===== src/rtl/counter_sched.sv =====
// Round-robin timer scheduler: grants one of two requesters, loads the shared
// counter with its start value, runs it up to all-ones, then pulses done.
`timescale 1ns/1ps
module counter_sched #(
  parameter int WIDTH = 4
) (
  input  logic             clk,
  input  logic             rst,
  input  logic [1:0]       req,
  input  logic [WIDTH-1:0] start_val0,
  input  logic [WIDTH-1:0] start_val1,
  output logic [1:0]       gnt,
  output logic [1:0]       done,
  output logic             busy,
  output logic             cnt_load,
  output logic             cnt_enable,
  output logic [WIDTH-1:0] cnt_data,
  input  logic [WIDTH-1:0] cnt_out,
  output logic [1:0]       state_dbg
);

  // Handshake: req[i] is held high until done[i] pulses (or is dropped to abort);
  // done[i] is a single-cycle pulse while gnt[i] is still high.
  typedef enum logic [1:0] {
    IDLE = 2'd0,
    LOAD = 2'd1,
    RUN  = 2'd2,
    DONE = 2'd3
  } state_t;

  localparam logic [WIDTH-1:0] MAX = '1;

  state_t     state;
  state_t     state_nxt;
  logic       cur;
  logic       last;
  logic       pick;
  logic [1:0] cur_oh;

  // On a tie the requester not served last wins.
  always_comb begin
    pick = 1'b0;
    if (req == 2'b11) pick = ~last;
    else              pick = req[1];
  end

  assign cur_oh = {cur, ~cur};

  always_ff @(posedge clk) begin
    if (rst) state <= IDLE;
    else     state <= state_nxt;
  end

  always_ff @(posedge clk) begin
    if (rst) begin
      cur      <= 1'b0;
      last     <= 1'b1;
      cnt_data <= '0;
    end else begin
      case (state)
        IDLE: begin
          if (req != 2'b00) begin
            cur      <= pick;
            cnt_data <= pick ? start_val1 : start_val0;
          end
        end
        LOAD, RUN: begin
          if (!req[cur]) last <= cur;
        end
        DONE: last <= cur;
        default: ;
      endcase
    end
  end

  always_comb begin
    state_nxt = state;
    case (state)
      IDLE: if (req != 2'b00) state_nxt = LOAD;
      LOAD: state_nxt = req[cur] ? RUN : IDLE;
      RUN: begin
        if (!req[cur])          state_nxt = IDLE;
        else if (cnt_out == MAX) state_nxt = DONE;
      end
      DONE:    state_nxt = IDLE;
      default: state_nxt = IDLE;
    endcase
  end

  // Enable stops combinationally at MAX so the counter never wraps.
  always_comb begin
    gnt        = 2'b00;
    done       = 2'b00;
    busy       = (state != IDLE);
    cnt_load   = (state == LOAD);
    cnt_enable = (state == RUN) && (cnt_out != MAX);
    if (state != IDLE) gnt  = cur_oh;
    if (state == DONE) done = cur_oh;
  end

  assign state_dbg = state;

endmodule


===== config.mk =====
export PLATFORM = sky130hd
export DESIGN_NAME = counter_sched
export DESIGN_NICKNAME = d
export VERILOG_FILES = /design/src/rtl/counter_sched.sv
export SDC_FILE = /design/constraint.sdc
export NUM_CORES = 1
export LEC_CHECK = 0
export ABC_AREA = 1
export CAP_MARGIN = 20
export CELL_PAD_IN_SITES_DETAIL_PLACEMENT = 1
export CELL_PAD_IN_SITES_GLOBAL_PLACEMENT = 2
export CORE_ASPECT_RATIO = 0.8
export CORE_MARGIN = 3
export CORE_UTILIZATION = 17
export DETAILED_ROUTE_END_ITERATION = 12
export PLACE_DENSITY = 0.77
export SYNTH_ARGS = -nofsm -noshare
export SYNTH_HDL_FRONTEND = slang
export SYNTH_SLANG_ARGS = --single-unit

===== constraint.sdc =====
create_clock -name clk -period 1.6 [get_ports clk]
set_clock_uncertainty 0.15 [all_clocks]
set_input_delay 0.32 -clock clk [delete_from_list [all_inputs] [get_ports clk]]
set_output_delay 0.32 -clock clk [all_outputs]
set_load 0.005 [all_outputs]

=== After elaboration in Yosys (flattened, before gate mapping) ===
Index checks and enable logic that the tools add are counted.

* Memory bits (writable): 0
* Bits in latches: 0
* Memories kept: 0
* Logic and storage cells: 38
* Input bits: 16
* Memory bits (read-only): 0
* Flip-flop bits (word level): 8
* Output and inout bits: 13

* Div/mod/pow operators: 0
* Reductions and logical operators: 9
* $mul: 0
* $add $sub $neg: 0
* Equality and inequality tests: 9
* Bitwise logic cells: 2
* Mux-type cells: 13
* Shift-type cells: 0
* Order comparisons: 1

{| class="wikitable"
|+ Operator list
! cell !! number
|-
| 2-to-1 mux 2 bit || 6
|-
| case mux 2 bit (4 select lines) || 1
|-
| == test 2 bit, second input constant || 3
|-
| AND reduction 2 bit || 3
|-
| nonzero test 2 bit || 3
|-
| == test 4 bit, second input constant || 1
|-
| 2-to-1 mux 1 bit || 4
|-
| 2-to-1 mux 4 bit || 1
|-
| != test 2 bit, second input constant || 2
|-
| != test 4 bit, second input constant || 1
|-
| != test 3 bit, second input constant || 1
|-
| == test 2 x 1 -> 1 bit, second input constant || 1
|-
| zero test 2 bit || 1
|-
| less-than comparator 1 x 2 -> 1 bit, second input constant || 1
|-
| NOT 1 bit || 2
|-
| case mux 1 bit (2 select lines) || 1
|-
| OR reduction 2 bit || 1
|-
| logical AND 1 bit || 1
|}

=== Longest topological paths before layout ===
Gate-level depths: netlist (run 1).

* Depth in word-level cells: 4
* Mapped depth: 7
* Depth with buffers taken out: 7

=== Worst setup path after synthesis (run 1) ===
OpenSTA, ideal clock, no wires.

* Kind: register to register
* Start: register state[0], in the netlist state_dbg[0]
* End: register cur
* Path slack: 0.248 ns
* Library setup time: 0.109 ns
* Arrival time: 1.092 ns
* Required time: 1.341 ns
* Cell stages (with the launch flop): 7
* Clock period less this slack: 1.352 ns
* Buffers on the path: 0
* Path through: dfxtp_1 -> inv_1 -> ha_1 -> inv_2 -> a21oi_4 -> o21a_1 -> nor2_1

* Longest elaborated chain between the ends: 2

{| class="wikitable"
|+ Ends and longest elaborated chain
! what !! RTL line !! text
|-
| start, declared || 33 || <nowiki>state_t state;</nowiki>
|-
| start signal, assigned || 51 || <nowiki>else state <= state_nxt;</nowiki>
|-
| zero test 2 bit || 60 || <nowiki>case (state)</nowiki>
|-
| AND reduction 2 bit (no line) || - ||
|-
| end signal, assigned || 63 || <nowiki>cur <= pick;</nowiki>
|-
| end, declared || 35 || <nowiki>logic cur;</nowiki>
|}

Every way passes these cells.
A chain may end at the register's enable or synchronous reset.

=== Worst setup path after layout (run 1) ===
* Start: register state[0], in the netlist state_dbg[0]
* End: output port cnt_enable

* Longest elaborated chain between the ends: 2

{| class="wikitable"
|+ Ends and longest elaborated chain
! what !! RTL line !! text
|-
| == test 2 bit || 96 || <nowiki>cnt_enable = (state == RUN) && (cnt_out != MAX);</nowiki>
|-
| logical AND 1 bit || 96 ||
|-
| end, declared || 16 || <nowiki>output logic cnt_enable,</nowiki>
|}

Every way passes these cells.

==> parameters.txt, run 1 <==
Parameter                              Value

Worst setup path
  Critical setup path kind    reg2out
  Crit path required time    1130 ps
  Sort of element at the start of the critical path    flip-flop
  Crit path capture type    output pin
  Data arrival, critical path    1090 ps
  Top fanout value on the critical path    2
  Start point of the critical path    state_dbg[0]
  Launching point of the worst reg2reg path    state_dbg[1]

Power and ir drop
  Worst VDD drop    0.000334 V
  Final Total Pwr    0.750 mW
  Power density over the cells    722 mW/mm2
  Leakage dissipation    0.498 nW

Timing
  Fmax    between 600 and 700 MHz
  Slew headroom    82.0%
  Number of slew-limit violations in the final report    0
  Final worst hold slack    364 ps
  Crit path time final    1560 ps
  Number of endpoints failing setup at the final stage    0
  Share of the clock period used by the worst path    97.2%
  RSZ-0062 raised after global routing    true
  Final Hold Fails    0
  Actual slew at the worst max-slew pin    roughly 270 ps

Synthesis
  Netlist area before placement    ~500 um2
  Seq/Total Area, Yosys    31.9%
  Cell variety after synth    16
  Dominant cells by area after synthesis    sky130_fd_sc_hd__dfxtp_1, sky130_fd_sc_hd__nand2_1, sky130_fd_sc_hd__ha_1, sky130_fd_sc_hd__inv_1, sky130_fd_sc_hd__a31oi_1
  Post-Syn Area per Cell    between 6 and 7 um2
  Synthesis Warnings    0
  Post-synthesis net count    96
  Post-Synthesis Cells    76
  Share of the synthesized area in the top cell type    a little under a third
  Biggest area consumer among synthesized cells    sky130_fd_sc_hd__dfxtp_1
  Post-synthesis register bit count    8

Clock tree
  Maximum level of the CTS H-tree    1
  Reg clk slew, reported paths    40 ps
  Bufs on Longest Clock Path    2
  Clk root buf    sky130_fd_sc_hd__clkbuf_8
  TritonCTS Buffers    3
  # clock sinks    8
  Skew-Pair Late Insertion Delay    230 ps
  CTS tree    done

GRT
  Number of global-route vias before repair    696
  Initial antenna violation count    0
  Maximum number of pins on one net before global-route repair    10
  Total global routing overflow    0
  Total track usage    between 10% and 20%
  Global-route wire length before repair    3.19 mm

Route
  Post-DRT Antenna Nets    0
  Via-per-instance ratio    between 4 and 5
  Count of TritonRoute iterations in the first routing pass    2
  Number of DRC violations after detailed-routing iteration 0    6
  Average routed wire per standard cell    11.6 um
  Total routed wirelength    around 1.9 mm
  Count of vias placed by the detailed router    664
  DRC    0

Run status
  Run status    finished, final reports clean

Final layout
  N_diodes    0
  Share of final-layout standard cells stronger than drive strength 1    37.6%
  Area grow syn2layout    107%
  Final net count    147

Die
  I/O Pins    29
  Number of cell rows    16
  Initial core utilization    19.1%
  Die Outline Area    around 0.0036 mm2
  Die extent in y    between 50 and 60 um
  Floorplan Core Area    0.00262 mm2
  Die extent in x    ~67 um

Placement
  DP HPWL    1.53 mm
  Port buffer count    28
  GP Congestion    0.682

Worst hold path
  Hold/Removal Path Class    reg2reg
  Startpoint of the lowest-slack hold path    last

Flow run
  Number of violations of the max-capacitance limit    0
## state kept, by name, summed over array words and instances (netlist names)
register	flops
cnt_data	4
state_dbg	2
cur	1
last	1
## kinds of logic after synthesis
family	synth area share [%]
buffers and inverters	11.2
DFF	31.9
AOI/OAI and AO/OA	20.0
and+or+nand+nor	26.9
adders and majority gates	9.98
## where the power goes
group / internal [mW] / total [mW] / switching, mW
logic: 0.147 / 0.265 / 0.118
clock network: 0.163 / 0.246 / 0.0823
registers: 0.223 / 0.240 / 0.0174
## metal layers
layer / track usage, % / wire length [um] / vias up / share of wire, %
li1: - / - / 342 / -
met1: 13.4 / 784 / 304 / 42
met2: 22.5 / 978 / 18 / 52
met3: 3.70 / 106 / 0 / 5.7
met4: 2.03 / 0 / 0 / 0
met5: 0 / 0 / - / 0
## layout make-up
cell class	instances	area, um2
fillers	336	1580
repair buffers	46	389
well taps	36	45.0
inverters	15	58.8
flip-flops and latches	8	165
multi-input cells	53	340
clock buffers	3	41.3
## path summary, 6_finish.rpt
path	end	slack [ps]	depth (start not counted)
worst max-delay path	cnt_enable	40	6
worst min-delay path	last	360	2
worst max register to register	cnt_data[0]	150	7
worst min register to register	last	360	2
## metrics by stage
stage / utilization, % / instance area [um2] / worst slack [ps] / instances / TNS [ps]
final: 39.6 / 1040 / 44.2 / 161 / 0
after global routing: 39.6 / 1040 / -6.69 / 161 / -6.69
after CTS: 39.5 / 1030 / -76.6 / 161 / -101
after detailed placement: 36.1 / 947 / -422 / 156 / -1700
after global placement: 36.1 / 947 / -344 / 156 / -1530
after floorplan: - / 502 / 248 / 76 / 0
## layout by cell type (no fill, tap or decap), types with 2 or more instances in the layout
| cell type | instances |
|---|---|
| sky130_fd_sc_hd__clkdlybuf4s50_1 | 15 |
| sky130_fd_sc_hd__nand2_2 | 3 |
| sky130_fd_sc_hd__dlygate4sd2_1 | 6 |
| sky130_fd_sc_hd__buf_4 | 15 |
| sky130_fd_sc_hd__dfxtp_1 | 6 |
| sky130_fd_sc_hd__inv_1 | 7 |
| sky130_fd_sc_hd__o21ai_1 | 5 |
| sky130_fd_sc_hd__a21oi_1 | 2 |
| sky130_fd_sc_hd__buf_6 | 3 |
| sky130_fd_sc_hd__ha_4 | 3 |
| sky130_fd_sc_hd__nand3_1 | 4 |
| sky130_fd_sc_hd__buf_2 | 4 |
| sky130_fd_sc_hd__a31oi_1 | 4 |
| sky130_fd_sc_hd__inv_2 | 6 |
| sky130_fd_sc_hd__nand2_1 | 21 |
| sky130_fd_sc_hd__nor2_1 | 4 |
| sky130_fd_sc_hd__clkbuf_2 | 2 |
| sky130_fd_sc_hd__clkbuf_8 | 3 |
## synthesized netlist by cell type (all sizes together)
cell	number
nand2	24
o21ai	5
ha	4
clkinv	1
a21oi	4
o21a	1
inv	14
o211ai	1
nand3	4
a31oi	4
dfxtp	8
nor2	6
## worst max-delay path, cell delays in order (launching register included)
cell and delay (ps):
sky130_fd_sc_hd__dfxtp_2 330, sky130_fd_sc_hd__inv_2 50, sky130_fd_sc_hd__buf_6 120, sky130_fd_sc_hd__ha_4 150, sky130_fd_sc_hd__nand2_2 50, sky130_fd_sc_hd__inv_1 30, sky130_fd_sc_hd__buf_2 110
## what timing repair did
item	CTS	global route
pin swaps	4	1
setup endpoints to repair	9	6
hold buffers	0	0
buffers inserted	2	0
gates resized for setup	38	14
No activity file was read; power rests on OpenSTA's default activity.
==> run 2, diff against run 1 <==
Settings changed: CTS_CLUSTER_SIZE from default to 16.
==> results of run 2 <==
No change in the layout: final DEF, timing and power equal those of run 1.
==> run 3, diff against run 2 <==
Settings changed: GPL_TIMING_DRIVEN from default to 0.
==> run 3 against run 2 <==
Against the previous run: total power is 1.1% lower; via count is 3.6% lower; flip-flop and latch count stayed put; combinational power is 4% lower; die area stayed put; cell count is 4.3% lower; clock power hardly changed; non-clock buffer count is 7 lower; sequential share of layout area is 0.66 points higher; setup slack worse by 21 ps; fmax is 1.3% lower; sequential power hardly changed; largest power group unchanged.
==> parameters.txt, run 3 (synthesis gave the netlist of run 1 again) <==
Parameter                              Value

GRT
  Maximum number of pins on one net before global-route repair    10 (unchanged)
  Initial antenna violation count    0 (unchanged)
  Total track usage    10.9% (-0.99 points)
  Total global routing overflow    0 (unchanged)
  Number of global-route vias before repair    646 (-7.2%)
  Global-route wire length before repair    2.90 mm (-9.1%)

Worst setup path
  Launching point of the worst reg2reg path    state_dbg[0]
  Crit path capture type    output pin
  Sort of element at the start of the critical path    flip-flop
  Data arrival, critical path    1110 ps (+20 ps)
  Endpoint of the worst-slack reg-to-reg timing path    state_dbg[1]
  Top fanout value on the critical path    4 (+2)
  R2R setup slack    50 ps (-100 ps)
  Crit path required time    1130 ps (about the same)
  Critical setup path kind    reg2out
  R2r worst-path depth    10 (+3)

Timing
  Share of the clock period used by the worst path    98.5% (+1.3 points)
  PnR worst setup slack    23.6 ps (-20.6 ps)
  RSZ-0062 raised after global routing    true
  Final worst hold slack    369 ps (+4.69 ps)
  Slew headroom    80.7% (-1.3 points)
  Final Hold Fails    0 (unchanged)
  Number of endpoints failing setup at the final stage    0 (unchanged)
  Actual slew at the worst max-slew pin    290 ps (+19.7 ps)
  Crit path time final    1580 ps (+20.6 ps)
  Number of slew-limit violations in the final report    0 (unchanged)
  Fmax    634 MHz (-1.3%)

Die
  Die Outline Area    0.00364 mm2 (unchanged)
  Die extent in x    66.7 um (unchanged)
  I/O Pins    29 (unchanged)
  Number of cell rows    16 (unchanged)
  Floorplan Core Area    0.00262 mm2 (unchanged)
  Die extent in y    54.6 um (unchanged)
  Initial core utilization    19.1% (unchanged)

Final layout
  Top reg by flops    cnt_data
  Area grow syn2layout    102%
  N_diodes    0 (unchanged)
  Max reg flops    4 (unchanged)
  Most frequent cells in the layout    sky130_fd_sc_hd__nand2_1, sky130_fd_sc_hd__clkdlybuf4s50_1, sky130_fd_sc_hd__buf_4, sky130_fd_sc_hd__inv_1, sky130_fd_sc_hd__dfxtp_1
  Final net count    140 (-4.8%)
  Share of final-layout standard cells stronger than drive strength 1    34.7% (-2.9 points)
  Most common cell after layout, fill and taps aside    sky130_fd_sc_hd__nand2_1

Route
  Via-per-instance ratio    4.16 (+0.77%)
  Number of DRC violations after detailed-routing iteration 0    1 (-5)
  Total routed wirelength    1.92 mm (+2.8%)
  DRC    0 (unchanged)
  Count of TritonRoute iterations in the first routing pass    2 (unchanged)
  Post-DRT Antenna Nets    0 (unchanged)
  Count of vias placed by the detailed router    640 (-3.6%)
  Average routed wire per standard cell    12.5 um (+7.5%)

Clock tree
  TritonCTS Buffers    3 (unchanged)
  Bufs on Longest Clock Path    2 (unchanged)
  Skew-Pair Late Insertion Delay    220 ps (about the same)
  CTS tree    done
  Clk root buf    sky130_fd_sc_hd__clkbuf_8
  # clock sinks    8 (unchanged)
  Reg clk slew, reported paths    40 ps (about the same)
  Maximum level of the CTS H-tree    1 (unchanged)

Power and ir drop
  Sequential fraction of design power    32.6% (+0.6 points)
  Part of the power in combinational logic    34.4% (-0.9 points)
  Leakage dissipation    0.475 nW (-4.7%)
  Power density over the cells    732 mW/mm2 (+1.4%)
  Clock share of power    33.0% (+0.3 points)
  Internal power summed over all cells    0.521 mW (-2.2%)
  Worst VDD drop    0.000251 V (-25%)
  Net switching component of the power    0.221 mW (+1.4%)
  Share of total power consumed by net switching    29.8% (+0.75 points)

Worst hold path
  Hold/Removal Path Class    reg2reg
  Destination of the worst hold path    last
  Startpoint of the lowest-slack hold path    last
  Hold path cells    2 (unchanged)

Run status
  Run status    finished, final reports clean

Flow run
  Number of violations of the max-capacitance limit    0 (unchanged)

Placement
  GP Congestion    0.682 (+0.10%)
  Pre-CTS worst setup slack    -387 ps (+35.1 ps)
  DP HPWL    1.36 mm (-11%)
  Port buffer count    28 (unchanged)
[run 3: worst max path at each step]
stage                  from    endpoint  cells after the start
5_1_grt        state_dbg[0]  cnt_enable                      6
3_3_place_gp     cnt_out[2]  cnt_enable                      7
3_5_place_dp     cnt_out[2]  cnt_enable                      7
2_1_floorplan  state_dbg[0]         cur                      6
4_1_cts        state_dbg[0]      gnt[1]                      5
6_report       state_dbg[0]      gnt[0]                      5
[run 3: power groups by stage]
stage | registers [mW] | logic, mW | clock network (mW)
finish | 0.242 | 0.255 | 0.244
global route | 0.245 | 0.286 | 0.269
CTS | 0.240 | 0.235 | 0.254
detailed placement | 0.243 | 0.218 | 0
global placement | 0.243 | 0.213 | 0
floorplan | 0.242 | 0.0968 | 0
[run 3: through the flow]
step | TNS, ps | util (%) | instances | total power, mW | instance area [um2]
4_1_cts | -289 | 36.3 | 151 | 0.730 | 952
3_5_place_dp | -2160 | 31.5 | 140 | 0.462 | 827
3_3_place_gp | -2050 | 31.5 | 140 | 0.456 | 827
5_1_grt | -108 | 38.6 | 154 | 0.800 | 1010
2_1_floorplan | 0 | - | 76 | 0.339 | 502
6_report | 0 | 38.6 | 154 | 0.742 | 1010
[run 3: repair_timing]
action / CTS / global route
pin swaps: 5 / 4
setup endpoints to repair: 8 / 12
hold endpoints to repair: 0 / 0
hold buffers: 0 / 0
buffers inserted: 8 / 4
resized for setup: 33 / 22
[run 3: final cells by class]
cell class,instances,area (um2)
Clock buffer,3,41.3
Timing Repair Buffer,39,347
Inverter,15,63.8
Fill cell,330,1610
Sequential cell,8,168
Multi-Input combinational cell,53,349
Tap cell,36,45.0
[run 3: layer usage]
metal,wire [um],GRT usage [%],up-vias,part of all wire [%]
li1,-,-,329,-
met1,867,12.8,297,45
met2,961,19.7,14,50
met3,93,3.70,0,4.8
met4,0,2.03,0,0
met5,0,0,-,0
[run 3: worst max-delay path: stages (launching register included)]
cell and delay, ps:
sky130_fd_sc_hd__dfxtp_4 350, sky130_fd_sc_hd__buf_6 120, sky130_fd_sc_hd__inv_6 60, sky130_fd_sc_hd__ha_4 180, sky130_fd_sc_hd__nor2_2 40, sky130_fd_sc_hd__buf_2 130
